$ cat config.mk
export PLATFORM = sky130hd
export DESIGN_NAME = isp_agc
export DESIGN_NICKNAME = d
export VERILOG_FILES = /design/src/rtl/isp_agc.sv
export SDC_FILE = /design/constraint.sdc
export NUM_CORES = 1
export LEC_CHECK = 0
export ABC_AREA = 1
export CAP_MARGIN = 10
export CORE_UTILIZATION = 40
export DETAILED_ROUTE_END_ITERATION = 10
export PLACE_DENSITY = 0.63
export SLEW_MARGIN = 10
export SYNTH_ARGS = -nofsm -noshare
export SYNTH_HDL_FRONTEND = slang
export SYNTH_SLANG_ARGS = --single-unit
$ cat constraint.sdc
create_clock -name pclk -period 3.6 [get_ports pclk]
set_clock_uncertainty 0.2 [all_clocks]
set_input_delay 0.72 -clock pclk [delete_from_list [all_inputs] [get_ports pclk]]
set_output_delay 0.72 -clock pclk [all_outputs]
set_load 0.01 [all_outputs]
$ cat src/rtl/isp_agc.sv
// isp_agc - frame-level automatic gain controller for the ISP digital-gain stage.
//
// Collects the sum and count of active pixels seen after the gain stage. At
// every vsync rising edge the finished frame is judged against target with a
// dead band of +/-HYST. The 4.4 gain word is then stepped up or down by
// GAIN_STEP within [GAIN_MIN, GAIN_MAX]. A new gain is only applied on a
// vsync falling edge, so it always takes effect during blanking.
//
// Optional build macro ISP_AGC_MANUAL_EN adds the manual_en / manual_gain
// override ports. When it is undefined the controller is purely automatic.
module isp_agc #(
    parameter int         BITS      = 8,
    parameter int         WIDTH     = 1280,
    parameter int         HEIGHT    = 960,
    parameter int         HYST      = 8,
    parameter logic [7:0] GAIN_INIT = 8'h10,
    parameter logic [7:0] GAIN_MIN  = 8'h10,
    parameter logic [7:0] GAIN_MAX  = 8'hFF,
    parameter int         GAIN_STEP = 1,
    localparam int        N         = WIDTH * HEIGHT,
    localparam int        CNTW      = $clog2(N + 1),
    localparam int        SUMW      = BITS + CNTW
) (
    input  logic            pclk,
    input  logic            rst_n,
    input  logic            enable,
    input  logic [BITS-1:0] target,
    input  logic            in_href,
    input  logic            in_vsync,
    input  logic [BITS-1:0] in_raw,
`ifdef ISP_AGC_MANUAL_EN
    input  logic            manual_en,
    input  logic [7:0]      manual_gain,
`endif
    output logic [7:0]      gain_out,
    output logic [SUMW-1:0] frame_sum,
    output logic [1:0]      lvl,
    output logic            frame_err
);

    // Width used for target +/- HYST before scaling by N.
    localparam int TW = BITS + 2;
    // Width of the scaled thresholds; wide enough that nothing wraps.
    localparam int PW = TW + CNTW;

    localparam logic [CNTW-1:0] N_C       = CNTW'(N);
    localparam logic [CNTW-1:0] CNT_MAX_C = {CNTW{1'b1}};
    localparam logic [TW-1:0]   HYST_C    = TW'(HYST);
    localparam logic [8:0]      STEP9_C   = 9'(GAIN_STEP);
    localparam logic [7:0]      STEP8_C   = 8'(GAIN_STEP);

    localparam logic [1:0] LVL_IN_BAND = 2'b00;
    localparam logic [1:0] LVL_DARK    = 2'b01;
    localparam logic [1:0] LVL_BRIGHT  = 2'b10;

    typedef enum logic [1:0] {
        ST_ACC  = 2'd0,
        ST_EVAL = 2'd1,
        ST_STEP = 2'd2
    } state_t;

    state_t            state_r;
    state_t            state_nxt_s;

    logic              vsync_d_r;
    logic              armed_r;
    logic [SUMW-1:0]   acc_r;
    logic [CNTW-1:0]   cnt_r;
    logic [SUMW-1:0]   s_r;
    logic [CNTW-1:0]   c_r;
    logic [SUMW-1:0]   frame_sum_r;
    logic [1:0]        lvl_r;
    logic              frame_err_r;
    logic [7:0]        gain_r;
    logic [7:0]        next_gain_r;
    logic              pending_r;

    logic              boundary_s;
    logic              vsync_fall_s;
    logic              manual_s;
    logic [7:0]        manual_gain_s;
    logic [TW-1:0]     t_lo_s;
    logic [TW-1:0]     t_hi_s;
    logic [PW-1:0]     lo_s;
    logic [PW-1:0]     hi_s;
    logic [PW-1:0]     s_ext_s;
    logic [1:0]        lvl_nxt_s;
    logic [8:0]        gain_up_s;
    logic [7:0]        gain_step_s;

    assign boundary_s   = in_vsync & ~vsync_d_r;
    assign vsync_fall_s = ~in_vsync & vsync_d_r;

`ifdef ISP_AGC_MANUAL_EN
    assign manual_s      = manual_en;
    assign manual_gain_s = manual_gain;
`else
    assign manual_s      = 1'b0;
    assign manual_gain_s = GAIN_INIT;
`endif

    // FSM state register.
    always_ff @(posedge pclk or negedge rst_n) begin
        if (!rst_n) begin
            state_r <= ST_ACC;
        end else begin
            state_r <= state_nxt_s;
        end
    end

    // FSM next state: ACC waits for an armed boundary, EVAL skips STEP on a bad pixel count.
    always_comb begin
        state_nxt_s = state_r;
        case (state_r)
            ST_ACC: begin
                if (boundary_s && armed_r) begin
                    state_nxt_s = ST_EVAL;
                end else begin
                    state_nxt_s = ST_ACC;
                end
            end
            ST_EVAL: begin
                if (c_r == N_C) begin
                    state_nxt_s = ST_STEP;
                end else begin
                    state_nxt_s = ST_ACC;
                end
            end
            ST_STEP: state_nxt_s = ST_ACC;
            default: state_nxt_s = ST_ACC;
        endcase
    end

    // Dead-band thresholds scaled by N, and the classification of the latched sum.
    always_comb begin
        t_hi_s = {2'b00, target} + HYST_C;
        if ({2'b00, target} > HYST_C) begin
            t_lo_s = {2'b00, target} - HYST_C;
        end else begin
            t_lo_s = {TW{1'b0}};
        end
        lo_s    = PW'(t_lo_s) * PW'(N_C);
        hi_s    = PW'(t_hi_s) * PW'(N_C);
        s_ext_s = PW'(s_r);
        if (s_ext_s < lo_s) begin
            lvl_nxt_s = LVL_DARK;
        end else if (s_ext_s > hi_s) begin
            lvl_nxt_s = LVL_BRIGHT;
        end else begin
            lvl_nxt_s = LVL_IN_BAND;
        end
    end

    // Candidate gain for the current lvl, clamped to the allowed range.
    always_comb begin
        gain_up_s = {1'b0, gain_r} + STEP9_C;
        case (lvl_r)
            LVL_DARK: begin
                if (gain_up_s > {1'b0, GAIN_MAX}) begin
                    gain_step_s = GAIN_MAX;
                end else begin
                    gain_step_s = gain_up_s[7:0];
                end
            end
            LVL_BRIGHT: begin
                if ({1'b0, gain_r} < ({1'b0, GAIN_MIN} + STEP9_C)) begin
                    gain_step_s = GAIN_MIN;
                end else begin
                    gain_step_s = gain_r - STEP8_C;
                end
            end
            default: gain_step_s = gain_r;
        endcase
    end

    // Statistics: accumulate active pixels, latch on an armed boundary, publish in EVAL.
    always_ff @(posedge pclk or negedge rst_n) begin
        if (!rst_n) begin
            vsync_d_r   <= 1'b0;
            armed_r     <= 1'b0;
            acc_r       <= {SUMW{1'b0}};
            cnt_r       <= {CNTW{1'b0}};
            s_r         <= {SUMW{1'b0}};
            c_r         <= {CNTW{1'b0}};
            frame_sum_r <= {SUMW{1'b0}};
            lvl_r       <= LVL_IN_BAND;
            frame_err_r <= 1'b0;
        end else begin
            vsync_d_r   <= in_vsync;
            frame_err_r <= 1'b0;
            if (boundary_s) begin
                // Every boundary restarts the frame; only an armed one in ACC is evaluated.
                acc_r <= {SUMW{1'b0}};
                cnt_r <= {CNTW{1'b0}};
                if (!armed_r) begin
                    armed_r <= 1'b1;
                end else if (state_r == ST_ACC) begin
                    s_r <= acc_r;
                    c_r <= cnt_r;
                end
            end else if (in_href && !in_vsync) begin
                acc_r <= acc_r + SUMW'(in_raw);
                if (cnt_r != CNT_MAX_C) begin
                    cnt_r <= cnt_r + {{(CNTW-1){1'b0}}, 1'b1};
                end
            end
            if (state_r == ST_EVAL) begin
                if (c_r == N_C) begin
                    frame_sum_r <= s_r;
                    lvl_r       <= lvl_nxt_s;
                end else begin
                    frame_err_r <= 1'b1;
                end
            end
        end
    end

    // Gain control: queue a step from STEP, apply it on a later vsync fall, or take the manual value.
    always_ff @(posedge pclk or negedge rst_n) begin
        if (!rst_n) begin
            gain_r      <= GAIN_INIT;
            next_gain_r <= GAIN_INIT;
            pending_r   <= 1'b0;
        end else begin
            if (manual_s) begin
                pending_r <= 1'b0;
                if (vsync_fall_s) begin
                    gain_r <= manual_gain_s;
                end
            end else if (!enable) begin
                pending_r <= 1'b0;
            end else if (state_r == ST_STEP) begin
                next_gain_r <= gain_step_s;
                pending_r   <= 1'b1;
            end else if (pending_r && vsync_fall_s) begin
                gain_r    <= next_gain_r;
                pending_r <= 1'b0;
            end
        end
    end

    assign gain_out  = gain_r;
    assign frame_sum = frame_sum_r;
    assign lvl       = lvl_r;
    assign frame_err = frame_err_r;

endmodule

==> impl_results.md, run 1 <==
* Worst r2r path cells at 12
* Final hold violations at 0
* Die area at 28000 um^2
* Yosys top cell by area: dfrtp_1
* Rows at 60
* Global placer's final weighted congestion at 0.8946
* Clk_lat worst skew at 0.42 ns
* Total GRT Usage at 20.42%
* First drt pass iteration count at 7
* Ranking of synthesized cells by area: dfrtp_1 35%, ha_1 15%, nand2_1 11%, inv_1 7.0%, o21ai_0 4.6%
* Met2 usage at 36.78%
* Met1 Use GR at 26.28%
* Worst slew pin tran at 0.8182 ns
* M3 GR Usage at 2.434%
* Initial antenna violation count at 0
* Fmax at 0.1910 GHz
* Fin crit share at 145.5%
* Relative slew margins at 45.38%
* Tmin final at 5.237 ns
* Crit path kind: in -> reg
* DRT antenna net count at 0
* Max cap viols at 0
* Initial detailed-routing violation count at 454
* Gate Count Post-Synth at 1380
* Place WS at -2.509 ns
* Fillers at 2526
* Sequential Power Share at 28.8%
* R2R setup slack at 0.79 ns
* Syn. warnings at 0
* Post-layout util at 52.25%
* Final Slew Violations at 0
* Post-DR vias/cell at 4.969
* Top Usage Layer GRT: met2
* Syn avg cell area at 7.923 um^2
* Post-synth EDFFs at 0
* Worst Setup End Kind: register
* Pleak at 7.118 nW
* Worst setup margin at -1.637 ns
* Pwr dens at 463.8 nW/um^2
* Share of cells above drive strength 1 at 19.12%
* Initial Utilization at 40.68%
* CP Data Arrival Time at 5.38 ns
* Switching share of power at 34.29%
* Nature of the critical path startpoint: input pin
* # port buffers at 60
* First-pass GRT wire length at 46360 um
* Violated checks: negative setup slack
* CP Launch Point: target[4]
* Worst hold stages at 2
* CTS Buf Count at 17
* Register area share after synthesis at 35.04%
* RSZ-0062 raised after global routing: true
* Vias in the first global route at 9403
* Most common cell after layout, fill and taps aside: nand2_1
* Layout area overhead at 28.44%
* Internal power at 4.279 mW
* Hold Slack at 0.2707 ns
* Die Width at 167.3 um
* Max IR drop VDD at 308.3 uV
* TritonCTS clock tree: yes
* Root Driver: clkbuf_16
* Commonest cells after routing, fill and taps aside: 315 x nand2_1, 187 x inv_1, 151 x dfrtp_1
* Congestion Overflow GR at 0
* Clk pwr share at 29.8%
* Cell Area, Synth at 10930 um^2
* Sinks on Clock Net at 153
* Share of the synthesized area in the top cell type at 34.56%
* Cell variety after synth at 53
* Comb pwr share at 41.4%
* Hold endpoint: next_gain_r[4]
* Ys flop type: dfrtp_1
* Ys async rst share at 100.0%
* DP HPWL at 20350 um
* Hold wc startpoint: next_gain_r[4]
* Worst hold path type: reg -> reg
* Final setup vio count at 2
* Die Ht at 167.3 um
* Net switching power at 2.233 mW
* Core area at 26880 um^2
* Final #Nets at 1742
* CTS max path bufs at 2
* Synthesized flop and latch total at 153
* Worst R2R End: cnt_r[9]
* Total number of H-tree levels at 4
* Vias at 9570
* Ant. Diodes at 0
* CP max FO at 3
* Critical path required time at 3.75 ns
* Pin count of the biggest net entering global routing at 60
* DRT Wirelength at 27590 um
* Post-Syn Nets at 1550
* R2R Path Start: cnt_r[0]
* Status: finished, violations left
* I/O pin cnt at 61
* DRC violations left at 0
* Drt wl/cell at 14.33 um
* Clock Pin Slew Worst Setup and Hold Paths at 0.06 ns
==> power groups by stage <==
stage / logic (mW) / clock network, mW / registers (mW)
floorplan: 1.56 / 0 / 1.88
detailed placement: 2.39 / 0 / 1.90
finish: 2.70 / 1.94 / 1.87
CTS: 2.53 / 1.98 / 1.87
global placement: 2.35 / 0 / 1.90
global route: 3.05 / 2.06 / 1.89
==> through the flow <==
step	setup TNS, ns	total power [mW]	instance area (um^2)	instances
after global routing	-3.595	6.992	14040	1926
after detailed placement	-5.009	4.290	12830	1858
final	-3.226	6.513	14040	1926
after floorplan	-3.157	3.441	11140	1380
after CTS	-3.040	6.376	13810	1921
after global placement	-4.806	4.254	12830	1858
==> state kept, by name (all words and copies together), names as in the netlist, 2 cells and up <==
| name | flops |
|---|---|
| c_r | 21 |
| next_gain_r | 8 |
| frame_sum | 29 |
| lvl | 2 |
| s_r | 29 |
| state_r | 2 |
| gain_out | 8 |
| cnt_r | 21 |
| acc_r | 29 |
==> cells by family (layout without fill, tap and decap cells) <==
group                    count (synthesis)  in the layout  synth area share [%]
AND/OR/NAND/NOR                        563            563                 22.68
buffers and inverters                  243            448                 8.731
AO/OA/AOI/OAI                          231            231                 11.77
flip-flops                             153            153                 35.04
adder cells (fa/ha/maj)                149            149                 18.49
XOR/XNOR                                41             41                 3.284
==> worst max path at each step <==
stage	to	depth (start not counted)
2_1_floorplan	lvl[1]	28
3_3_place_gp	lvl[0]	30
3_5_place_dp	lvl[0]	28
4_1_cts	lvl[0]	31
5_1_grt	lvl[0]	28
6_report	lvl[0]	28
==> synthesized netlist by cell type, drive strengths merged (4+ instances only) <==
library cell,instances
a21o,8
a21oi,72
a31oi,6
buf,13
clkbuf,16
dfrtp,151
fa,21
ha,128
inv,213
nand2,328
nand3,68
nand4,26
nor2,88
nor3,27
nor4,14
o21a,4
o21ai,119
o21bai,5
o31ai,9
or2,5
xnor2,11
xor2,30
==> worst max-delay path: stages <==
cell and delay [ns]:
buf_4 0.13, clkinvlp_4 0.12, nand2_2 0.10, nor2_2 0.15, xor2_2 0.22, nor2_4 0.07, ha_1 0.33, ha_4 0.27
inv_1 0.04, fa_1 0.47, fa_1 0.57, inv_2 0.05, ha_4 0.23, a21oi_4 0.17, o21ai_2 0.08, a21o_1 0.18
a21oi_2 0.17, xor2_1 0.18, ha_1 0.29, inv_2 0.08, nor3_2 0.05, a211oi_2 0.22, nand2_1 0.08, nand2_1 0.07
nand2_1 0.06, nand2_2 0.11, nor2_1 0.05, nor2_1 0.12
==> metal layers <==
layer / up-vias / routed length, um
li1: 4907 / -
met1: 4514 / 12580
met2: 125 / 14100
met3: 24 / 598
met4: 0 / 313
met5: - / 0
==> repair_timing <==
action	CTS	global route
endpoints found under the setup margin	2	2
hold buffers	1	0
setup buffers	30	6
gates resized for setup	68	42
hold endpoints to repair	11	0
pin swaps	44	38
==> area by class of cell <==
type,instances,area (um^2),area share [%]
clock inverter,13,193.9,1.381
multi-input combinational,984,6634,47.24
timing repair buffer,202,1690,12.04
tap,341,426.7,3.038
clock buffer,19,442.9,3.154
sequential,153,3831,27.28
inverter,214,824.5,5.871
No activity file was read; power rests on OpenSTA's default activity.
==> inputs of run 2 (changes only) <==
--- a/config.mk
+++ b/config.mk
@@ -7,9 +7,9 @@
 export LEC_CHECK = 0
 export ABC_AREA = 1
 export CAP_MARGIN = 10
-export CORE_UTILIZATION = 40
+export CORE_UTILIZATION = 45
 export DETAILED_ROUTE_END_ITERATION = 10
-export PLACE_DENSITY = 0.63
+export PLACE_DENSITY = 0.69
 export SLEW_MARGIN = 10
 export SYNTH_ARGS = -nofsm -noshare
 export SYNTH_HDL_FRONTEND = slang
==> run 2 against run 1 <==
The run still ends with negative setup slack left. Design area barely moved. Sequential share of layout area barely moved. Routed wire length is 0.77% lower. Clock power increased by 12%.
==> impl_results.md, run 2 (synthesis gave the netlist of run 1 again) <==
* Status: finished, violations left
* Violated checks: negative setup slack
* Buffers and inverters on the worst path at 8 (+3)
* CP Data Arrival Time at 5.28 ns (-0.10 ns)
* Final setup vio count at 2 (unchanged)
* Clk_lat worst skew at 0.42 ns (about the same)
* Placed inst area at 12810 um^2 (-0.14%)
* Crit path largest cell delay at 0.54 ns (-0.03 ns)
* Die Width at 157.9 um (-5.7%)
* I/O pin cnt at 61 (unchanged)
* Final #Nets at 1741 (-0.057%)
* Fillers at 2108 (-17%)
* RSZ-0062 raised after global routing: true
* First drt pass iteration count at 5 (-2)
* Core area at 23680 um^2 (-12%)
* Initial antenna violation count at 0 (unchanged)
* DRT Wirelength at 27380 um (-0.77%)
* Die Ht at 157.9 um (-5.7%)
* Rows at 56 (-6.7%)
* Final Slew Violations at 0 (unchanged)
* Max IR drop VDD at 338.9 uV (+9.9%)
* DP HPWL at 20120 um (-1.1%)
* Worst r2r path cells at 11 (-1)
* Worst hold path type: in -> async
* Total number of H-tree levels at 4 (unchanged)
* Pleak at 7.154 nW (+0.50%)
* CP top delay family: adder cells
* Layout area overhead at 28.56% (about the same)
* Congestion Overflow GR at 0 (unchanged)
* Tmin final at 5.126 ns (-0.1107 ns)
* Die area at 24930 um^2 (-11%)
* Critical path required time at 3.75 ns (about the same)
* TritonCTS clock tree: yes
* DRC violations left at 0 (unchanged)
* Commonest cells after routing, fill and taps aside: 315 x nand2_1, 190 x inv_1, 151 x dfrtp_1
* CTS max path bufs at 2 (unchanged)
* # port buffers at 60 (unchanged)
* Levels on crit path at 31 (+11%)
* Clock Pin Slew Worst Setup and Hold Paths at 0.06 ns (about the same)
* Slowest library cell on the worst path: fa_1
* Total power at 6.746 mW (+3.6%)
* Setup TNS at -3.024 ns (+0.2025 ns)
* Worst slew pin tran at 0.8172 ns (-0.001011 ns)
* Multi-input logic area at 6624 um^2 (-0.15%)
* CP max FO at 5 (+2)
* Vias in the first global route at 9432 (+0.31%)
* Share of cells above drive strength 1 at 19.00% (-0.11 points)
* Relative slew margins at 45.44% (+0.068 points)
* Vias at 9733 (+1.7%)
* DRT antenna net count at 0 (unchanged)
* Most common cell after layout, fill and taps aside: nand2_1
* Worst Setup End Kind: register
* Fin crit share at 142.4% (-3.1 points)
* Post-DR vias/cell at 5.115 (+2.9%)
* CTS Buf Count at 17 (unchanged)
* Total GRT Usage at 23.19% (+2.8 points)
* Crit path kind: in -> reg
* Drt wl/cell at 14.39 um (+0.43%)
* Hold buffers post-CTS at 0 (-1)
* Pin count of the biggest net entering global routing at 79 (+32%)
* Worst setup margin at -1.526 ns (+0.1107 ns)
* First-pass GRT wire length at 45450 um (-2.0%)
* Initial detailed-routing violation count at 580 (+28%)
* Global placer's final weighted congestion at 0.9039 (+1.0%)
* Final hold violations at 0 (unchanged)
* Root Driver: clkbuf_16
* Sequential Area at 3831 um^2 (unchanged)
* Pwr dens at 479.9 nW/um^2 (+3.5%)
* Initial Utilization at 46.17% (+5.5 points)
* Max cap viols at 0 (unchanged)
* Ant. Diodes at 0 (unchanged)
* Fin area at 14060 um^2 (about the same)
* Nature of the critical path startpoint: input pin
* Sinks on Clock Net at 153 (unchanged)
* Fmax at 0.1951 GHz (+2.2%)
-- run 2: cell types whose count changed in the layout (fill, tap and decap cells not counted), moves of 3 or more --
cell and delta:
ha_1 +4, a21oi_2 +3, bufinv_16 +3, clkinv_4 -3
inv_1 +3, inv_2 -3
-- run 2: layout make-up --
type                       instances  share of cell area, %
timing repair buffer             201                  11.83
inverter                         214                  5.866
clock buffer                      19                  3.222
multi-input combinational        984                  47.12
tap                              319                  2.839
clock inverter                    13                  1.869
sequential                       153                  27.25
-- run 2: worst register-to-register path, delay by kind of cell (launching register included) --
family | cells | cell delay [ns]
compound gates | 2 | 0.44
fa+ha+maj | 1 | 0.32
buf+inv | 2 | 0.35
flops | 1 | 0.45
simple gates | 6 | 0.93
-- run 2: final timing paths --
path                                     from  slack, ns            end
worst max-delay path                target[6]      -1.53         lvl[0]
worst min-delay path                    rst_n       0.12  frame_sum[26]
worst max register to register       cnt_r[0]       0.85       cnt_r[2]
worst min register to register  frame_sum[24]       0.28  frame_sum[24]
max in group asynchronous               rst_n       2.24    gain_out[4]
min in group pclk               frame_sum[24]       0.28  frame_sum[24]
-- run 2: what timing repair did --
item                       4_1_cts  5_1_grt
setup endpoints to repair        2        2
resized for setup               70       38
pin swaps                       48       37
setup buffers                   25        7
-- run 2: through the flow --
stage	hold slack [ns]	utilization, %	worst slack, ns	cells
after global placement	0.2548	54.11	-2.397	1839
after floorplan	0.2244	-	-1.585	1380
after CTS	0.1686	58.36	-1.506	1896
after global routing	0.1742	59.36	-1.699	1903
after detailed placement	0.2622	54.11	-2.520	1839
final	0.1238	59.36	-1.526	1903
-- run 2: layer usage --
metal	vias up	GRT usage, %	share of wire, %
met5	-	0	0
met4	0	6.241	1.5
met3	25	3.285	3.3
met2	194	40.65	51
met1	4616	29.69	45
li1	4898	-	-
-- run 2: power by group --
part | internal, mW | switching (mW)
Sequential | 1.80 | 0.0669
Combinational | 1.28 | 1.43
Clock | 1.42 | 0.751
==> inputs of run 3 (changes only) <==
--- a/config.mk
+++ b/config.mk
@@ -7,9 +7,9 @@
 export LEC_CHECK = 0
 export ABC_AREA = 1
 export CAP_MARGIN = 10
-export CORE_UTILIZATION = 45
+export CORE_UTILIZATION = 23
 export DETAILED_ROUTE_END_ITERATION = 10
-export PLACE_DENSITY = 0.69
+export PLACE_DENSITY = 0.44
 export SLEW_MARGIN = 10
 export SYNTH_ARGS = -nofsm -noshare
 export SYNTH_HDL_FRONTEND = slang
==> run 3 against run 2 <==
The flow finishes with violations (design-rule violations, negative setup slack). Total power decreased by 3.4%. Combinational power increased by 3%. Worst setup slack improved by 0.039 ns. Sequential power about the same. Highest routed layer unchanged. Die area increased by 94%. Largest cell class unchanged. Worst hold slack got worse by 0.050 ns.
==> impl_results.md, run 3 (synthesis gave the netlist of run 1 again) <==
* Status: finished, violations left
* Violated checks: design-rule violations, negative setup slack
* Rows at 79 (+41%)
* DRC violations left at 6 (+6)
* CP Data Arrival Time at 5.27 ns (about the same)
* I/O pin cnt at 61 (unchanged)
* CTS max path bufs at 2 (unchanged)
* First-pass GRT wire length at 50780 um (+12%)
* Post-layout util at 30.75% (-29 points)
* Tmin final at 5.087 ns (-0.03906 ns)
* Global placer's final weighted congestion at 0.8262 (-8.6%)
* Max IR drop VDD at 286.3 uV (-16%)
* Drt wl/cell at 13.72 um (-4.6%)
* Layout area overhead at 31.47%
* R2R Path Start: cnt_r[0]
* Most common cell after layout, fill and taps aside: nand2_1
* Crit path kind: in -> reg
* Fin crit share at 141.3% (-1.1 points)
* Met2 usage at 22.67% (-18 points)
* Vias at 9435 (-3.1%)
* Vias in the first global route at 9748 (+3.4%)
* Initial Utilization at 23.39% (-23 points)
* Clock Pin Slew Worst Setup and Hold Paths at 0.08 ns (+0.02 ns)
* Ant. Diodes at 0 (unchanged)
* Top Usage Layer GRT: met2
* First drt pass iteration count at 8 (+3)
* Final setup vio count at 2 (unchanged)
* Sinks on Clock Net at 153 (unchanged)
* R2R setup slack at 0.75 ns (-0.10 ns)
* DRT antenna net count at 0 (unchanged)
* Congestion Overflow GR at 0 (unchanged)
* RSZ-0062 raised after global routing: true
* Fmax at 0.1966 GHz (+0.77%)
* # port buffers at 60 (unchanged)
* Final hold violations at 0 (unchanged)
* Relative slew margins at 41.89% (-3.5 points)
* Commonest cells after routing, fill and taps aside: 315 x nand2_1, 189 x inv_1, 151 x dfrtp_1
* TritonCTS clock tree: yes
* Dominant cell type by count on the critical path: ha_4
* Crit path largest cell delay at 0.51 ns (-0.03 ns)
* Met1 Use GR at 17.29% (-12 points)
* Total number of H-tree levels at 4 (unchanged)
* Final #Nets at 1748 (+0.40%)
* Total GRT Usage at 13.30% (-9.9 points)
* Worst hold path type: in -> async
* Pin count of the biggest net entering global routing at 68 (-14%)
* Slowest library cell on the worst path: fa_1
* CTS Buf Count at 17 (unchanged)
* DRT Wirelength at 30160 um (+10%)
* Initial detailed-routing violation count at 435 (-25%)
* Die Ht at 220.0 um (+39%)
* Pwr dens at 453.1 nW/um^2 (-5.6%)
* Worst R2R End: cnt_r[9]
* Share of cells above drive strength 1 at 19.80% (+0.80 points)
* Pleak at 7.100 nW (-0.75%)
* Total power at 6.514 mW (-3.4%)
* Initial antenna violation count at 0 (unchanged)
* Worst Setup End Kind: register
* CP max FO at 5 (unchanged)
* Die area at 48420 um^2 (+94%)
* Worst setup margin at -1.487 ns (+0.03906 ns)
* Post-DR vias/cell at 4.293 (-16%)
* Clk_lat worst skew at 0.44 ns (+0.02 ns)
* Max cap viols at 0 (unchanged)
* Root Driver: clkbuf_16
* Fin area at 14380 um^2 (+2.3%)
* Nature of the critical path startpoint: input pin
* Hold Slack at 0.07349 ns (-0.05029 ns)
* Worst slew pin tran at 0.8703 ns (+0.05314 ns)
* Critical path required time at 3.78 ns (+0.03 ns)
* Worst r2r path cells at 12 (+1)
* Core area at 46750 um^2 (+97%)
* Die Width at 220.0 um (+39%)
* Placed inst area at 13240 um^2 (+3.3%)
* M3 GR Usage at 2.084% (-1.2 points)
* DP HPWL at 23360 um (+16%)
* Final Slew Violations at 0 (unchanged)
## run 3: layer usage
metal	routed length, um	share of wire (%)
met3	701	2.3
met2	14710	49
met5	0	0
met4	425	1.4
met1	14330	48
## run 3: metrics by stage
stage	std cells	setup WS (ns)	TNS, ns
4_1_cts	2195	-1.435	-2.862
3_5_place_dp	2135	-2.574	-5.041
6_report	2198	-1.487	-2.925
5_1_grt	2198	-1.744	-3.477
2_1_floorplan	1380	-1.585	-3.157
3_3_place_gp	2135	-2.482	-4.940
## run 3: power by group
group          total, mW  internal, mW  switching (mW)
Clock               1.85         0.997           0.858
Sequential          1.88          1.80          0.0737
Combinational       2.78          1.34            1.45
## run 3: worst max-delay path: cells and delay by family
kind / cells / cell delay (ns)
XOR/XNOR: 1 / 0.18
AND/OR/NAND/NOR: 11 / 0.93
buffers and inverters: 7 / 0.53
AO/OA/AOI/OAI: 5 / 0.81
adder cells (fa/ha/maj): 7 / 2.09
## run 3: cell type report
| cell class | count | area, um^2 |
|---|---|---|
| tap | 607 | 759.5 |
| sequential | 153 | 3831 |
| multi-input combinational | 984 | 6649 |
| clock inverter | 15 | 176.4 |
| timing repair buffer | 208 | 1712 |
| inverter | 214 | 822.0 |
| fill | 5020 | 32380 |
| clock buffer | 17 | 425.4 |
## run 3: worst max-delay path by stage
| stage | start | to | cells after the start |
|---|---|---|---|
| 2_1_floorplan | target[3] | lvl[1] | 28 |
| 3_3_place_gp | target[3] | lvl[1] | 32 |
| 3_5_place_dp | target[3] | lvl[1] | 32 |
| 4_1_cts | target[3] | lvl[0] | 30 |
| 5_1_grt | target[4] | lvl[1] | 29 |
| 6_report | target[4] | lvl[0] | 31 |
## run 3: timing repair
item | 4_1_cts | 5_1_grt
gates resized for setup | 76 | 29
endpoints found under the setup margin | 2 | 2
hold buffers | 0 | 0
pin swaps | 43 | 41
buffers inserted | 28 | 3
